--- src/rtl/dmem_port_arbiter.sv ---
// Data-memory port arbiter: pipeline memory stage vs. one aux word master, with starvation-forced aux grants.
// Optional grant/stall statistics counters are compiled in with DMEM_ARB_STATS_EN.
module dmem_port_arbiter #(
  parameter int unsigned STARVE_LIMIT = 4,
  parameter int unsigned CNT_W        = 3
) (
  input  logic        clk,
  input  logic        rst,
  input  logic [31:0] p_addr,
  input  logic [31:0] p_wdata,
  input  logic [3:0]  p_we,
  input  logic        p_re,
  output logic [31:0] p_rdata,
  output logic        p_stall,
  input  logic        a_req,
  input  logic [31:0] a_addr,
  input  logic [31:0] a_wdata,
  input  logic [3:0]  a_we,
  output logic        a_ack,
  output logic        a_rvalid,
  output logic [31:0] a_rdata,
  output logic [31:0] dmem_addr,
  output logic [31:0] dmem_wdata,
  output logic [3:0]  dmem_we,
  input  logic [31:0] dmem_rdata
`ifdef DMEM_ARB_STATS_EN
  ,
  output logic [15:0] stat_aux_gnt,
  output logic [15:0] stat_forced
`endif
);

  localparam logic [CNT_W-1:0] LIMIT = CNT_W'(STARVE_LIMIT);

  logic [CNT_W-1:0] wait_cnt;
  logic             p_act;
  logic             force_gnt;
  logic             aux_gnt;
  logic             unused_a_addr_lsb;

  // Aux addresses are word aligned; the low bits are dropped on the way to dmem.
  assign unused_a_addr_lsb = ^a_addr[1:0];

  assign p_act     = p_re | (|p_we);
  assign force_gnt = a_req & (wait_cnt == LIMIT);
  assign aux_gnt   = ~rst & a_req & (~p_act | force_gnt);

  // Port mux and handshake; reads are combinational so load data passes straight through.
  always_comb begin
    a_ack      = aux_gnt;
    p_stall    = p_act & aux_gnt;
    p_rdata    = dmem_rdata;
    dmem_addr  = p_addr;
    dmem_wdata = p_wdata;
    dmem_we    = rst ? 4'b0000 : p_we;
    if (aux_gnt) begin
      dmem_addr  = {a_addr[31:2], 2'b00};
      dmem_wdata = a_wdata;
      dmem_we    = a_we;
    end
  end

  // Starvation counter: counts consecutive denied aux request cycles, saturating at the limit.
  always_ff @(posedge clk) begin
    if (rst || aux_gnt || !a_req) begin
      wait_cnt <= '0;
    end else if (wait_cnt != LIMIT) begin
      wait_cnt <= wait_cnt + CNT_W'(1);
    end
  end

  // Aux read response, one cycle after the grant.
  always_ff @(posedge clk) begin
    if (rst) begin
      a_rvalid <= 1'b0;
      a_rdata  <= '0;
    end else begin
      a_rvalid <= aux_gnt & (a_we == 4'b0000);
      if (aux_gnt && (a_we == 4'b0000)) begin
        a_rdata <= dmem_rdata;
      end
    end
  end

`ifdef DMEM_ARB_STATS_EN
  // Saturating grant and pipeline-stall counters.
  always_ff @(posedge clk) begin
    if (rst) begin
      stat_aux_gnt <= '0;
      stat_forced  <= '0;
    end else begin
      if (aux_gnt && (stat_aux_gnt != 16'hFFFF)) begin
        stat_aux_gnt <= stat_aux_gnt + 16'd1;
      end
      if (p_stall && (stat_forced != 16'hFFFF)) begin
        stat_forced <= stat_forced + 16'd1;
      end
    end
  end
`endif

endmodule

--- config.mk ---
export PLATFORM = sky130hd
export DESIGN_NAME = dmem_port_arbiter
export DESIGN_NICKNAME = d
export VERILOG_FILES = /design/src/rtl/dmem_port_arbiter.sv
export SDC_FILE = /design/constraint.sdc
export NUM_CORES = 1
export LEC_CHECK = 0
export BUFFER_PORTS_ARGS = -buffer_cell sky130_fd_sc_hd__buf_2
export CORE_AREA = 2 2 121 123
export DETAILED_ROUTE_END_ITERATION = 10
export DIE_AREA = 0 0 123 125
export PLACE_DENSITY_LB_ADDON = 0.12
export SLEW_MARGIN = 0
export SYNTH_ARGS = -nofsm -noshare
export SYNTH_HDL_FRONTEND = slang
export SYNTH_SLANG_ARGS = --single-unit
--- constraint.sdc ---
create_clock -name clk -period 3.39 [get_ports clk]
set_input_delay 0.5085 -clock clk [delete_from_list [all_inputs] [get_ports clk]]
set_output_delay 0.5085 -clock clk [all_outputs]
set_load 0.05 [all_outputs]
==> flow_summary.toml <==
[sta]
finalClockSkew_ns = 0.00151
rsz0062_at_grt = "false"
hold_viol_final = 0
fin_setup_tns_ns = 0
setup-violations-final = 0
period_share_pct = 88.3
slew_headroom_pct = 64.4
min_period_ns = 2.99
max_freq_mhz = 334
worst_slew_pin_slew_ns = 0.534
final_max_slew_viol_count = 0

[yosys]
syn_area_um2 = 2360
yosys_warnings = 0
ys_types = 24
ys_seq_area_share_pct = 30.6
syn_area_per_cell_um2 = 6.84
synth_cells = 345
ys_ff_latch = 36
syn_nets = 519

[clocking]
cts.sinks = 36
cts_resized = 0
clockRootBuffer = "clkbuf_16"
clk_pin_slew_ns = 0.05
postCtsHoldBufs = 0
htree_levels = 2
cts_setup_buffers = 0
cts_max_path_buffers = 2
cts_buffers = 5
clock_latency_ns = 0.27
cts_tree = "done"

[final_layout]
nNetsFinal = 782
multiInputGateArea_um2 = 1210
area_delta_synth_final_pct = 65.0
fill_cells = 1627
drive_above_1_share_pct = 52.5
instances_no_fill = 794
regArea_um2 = 721

[worst_hold_path]
hold_end = "a_rdata[27]$_SDFFE_PP0P_"
whs_path_depth = 2
min_path_type = "in2reg"
hp-start = "dmem_rdata[27]"

[route]
drtPass1Iterations = 4
drc = 0
antenna_left = 0
wire_per_inst_um = 12.8
num_vias = 3178
drtIter0Drc = 72
drt_wl_total_um = 10200
via_per_inst = 4.00

[critical_path]
r2r_end = "a_rdata[23]$_SDFFE_PP0P_"
endpoint_kind = "output pin"
r2r_cells = 8
path_class = "in2out"
required_ns = 2.88
startpoint_type = "primary input"
rr_startpoint = "wait_cnt[0]$_SDFFE_PP0P_"
rrSetupSlack_ns = 1.02
worstPathMaxFanout = 71
cp.arrival_ns = 2.49

[power]
p_seq_share_pct = 32.4
pwr-share-clk_pct = 32.0
p_per_area_nw_per_um2 = 338
ir_drop_uv = 134
p_int_mw = 0.829
power_leakage_nw = 2.35
pwr-share-comb_pct = 35.6
swShare_pct = 37.0
fin_total_pwr_mw = 1.31
p_sw_mw = 0.486

[die]
core-area_um2 = 14200
die_w_um = 123
initial_core_util_pct = 16.6
fp-row-count = 44
pin_count = 307
fp.dieArea_um2 = 15400
die_y_um = 125

[run_status]
status = "finished, final reports clean"

[place]
gp_congestion = 0.788
io_buffers = 304
placed_cells = 785
place_hpwl_um = 8370

[job]
maxCapViolCount = 0

[global_route]
grt_pass1_wl_um = 15200
grt_max_degree = 72
grt_pass1_vias = 3049
grtUsageTotal_pct = 12.5
grt_antenna_before_repair = 2
grt_overflow = 0
how the worst max path moves through the flow:
stage / start / to
after global placement: rst / dmem_we[0]
after CTS: wait_cnt[0]$_SDFFE_PP0P_ / dmem_wdata[25]
after global routing: wait_cnt[0]$_SDFFE_PP0P_ / dmem_wdata[21]
final: rst / dmem_wdata[31]
after floorplan: rst / dmem_we[0]
after detailed placement: rst / dmem_we[0]
cells by family after synthesis:
group,Yosys count,share of synthesized area (%)
AOI/OAI and AO/OA,39,13.6
adders and majority gates,2,1.06
buffers and inverters,56,18.5
muxes,1,0.424
and+or+nand+nor,211,35.9
DFF,36,30.6
area by class of cell:
cell class,instances,share of cell area [%]
Timing Repair Buffer,308,40.6
Multi-Input combinational cell,253,31.0
Sequential cell,36,18.5
Tap cell,184,5.92
Clock buffer,6,3.31
Inverter,4,0.386
Clock inverter,1,0.129
Antenna cell,2,0.129
layer usage:
metal	track usage [%]	up-vias	part of all wire (%)
li1	-	1600	-
met1	13.6	1397	39
met2	23.2	171	50
met3	3.60	10	9.7
met4	3.34	0	1.6
met5	0	-	0
placed cells by master, fill, tap and decap left out:
master     Yosys  layout
a22o_1        32      32
or3_1          1       1
o21ai_0        4       4
nand2b_1       5       5
ha_1           2       2
a21oi_2        0       1
nor3b_1        1       1
or4_4          1       1
nand2_1      191     191
inv_2          1       1
o22a_2         0       1
clkinv_2       0       1
dfxtp_1       36      36
inv_1          3       3
nor2_4         1       1
buf_12         0       2
buf_2          6     303
or4b_1         1       1
nor3_1         3       3
diode_2        0       2
nor2_1         3       3
buf_4         34       3
clkbuf_16      0       5
clkbuf_1       0       1
and2_1         2       2
o31ai_1        1       1
mux2i_1        1       1
and3_1         2       2
critical path: stages:
cell     delay [ns]
buf_2          0.14
or4b_1         0.52
o22a_2         0.41
inv_2          0.14
buf_12         0.27
nand2_1        0.12
nand2_1        0.07
buf_2          0.26
power by group through the flow:
stage / registers, mW / logic [mW] / clock network (mW)
global placement: 0.435 / 0.472 / 0
global route: 0.425 / 0.500 / 0.461
CTS: 0.425 / 0.473 / 0.445
floorplan: 0.436 / 0.324 / 0
finish: 0.426 / 0.469 / 0.420
detailed placement: 0.435 / 0.471 / 0
stage by stage:
stage          area (um^2)  worst slack (ns)  hold WS [ns]  util (%)
2_1_floorplan         2360             0.617         0.502         -
3_3_place_gp          3750             0.415         0.455      26.4
3_5_place_dp          3750             0.367         0.460      26.4
4_1_cts               3890             0.319         0.447      27.4
5_1_grt               3890             0.129         0.458      27.4
6_report              3890             0.395         0.459      27.4
state kept, by name (all words and copies together), names as in the netlist:
name,flops
a_rdata,32
a_rvalid,1
wait_cnt,3
synthesized netlist by cell type, drive strengths merged:
library cell / count / area share, %
nand2: 191 / 30
buf: 52 / 18
dfxtp: 36 / 31
a22o: 32 / 12
nand2b: 5 / 1.3
inv: 4 / 0.64
nor2: 4 / 0.95
o21ai: 4 / 0.85
nor3: 3 / 0.64
and2: 2 / 0.53
and3: 2 / 0.53
ha: 2 / 1.1
a21oi: 1 / 0.21
mux2i: 1 / 0.42
nor3b: 1 / 0.32
o22a: 1 / 0.37
o31ai: 1 / 0.32
or3: 1 / 0.27
or4: 1 / 0.48
or4b: 1 / 0.42
Note: power is estimated with default switching activity, not from simulation.
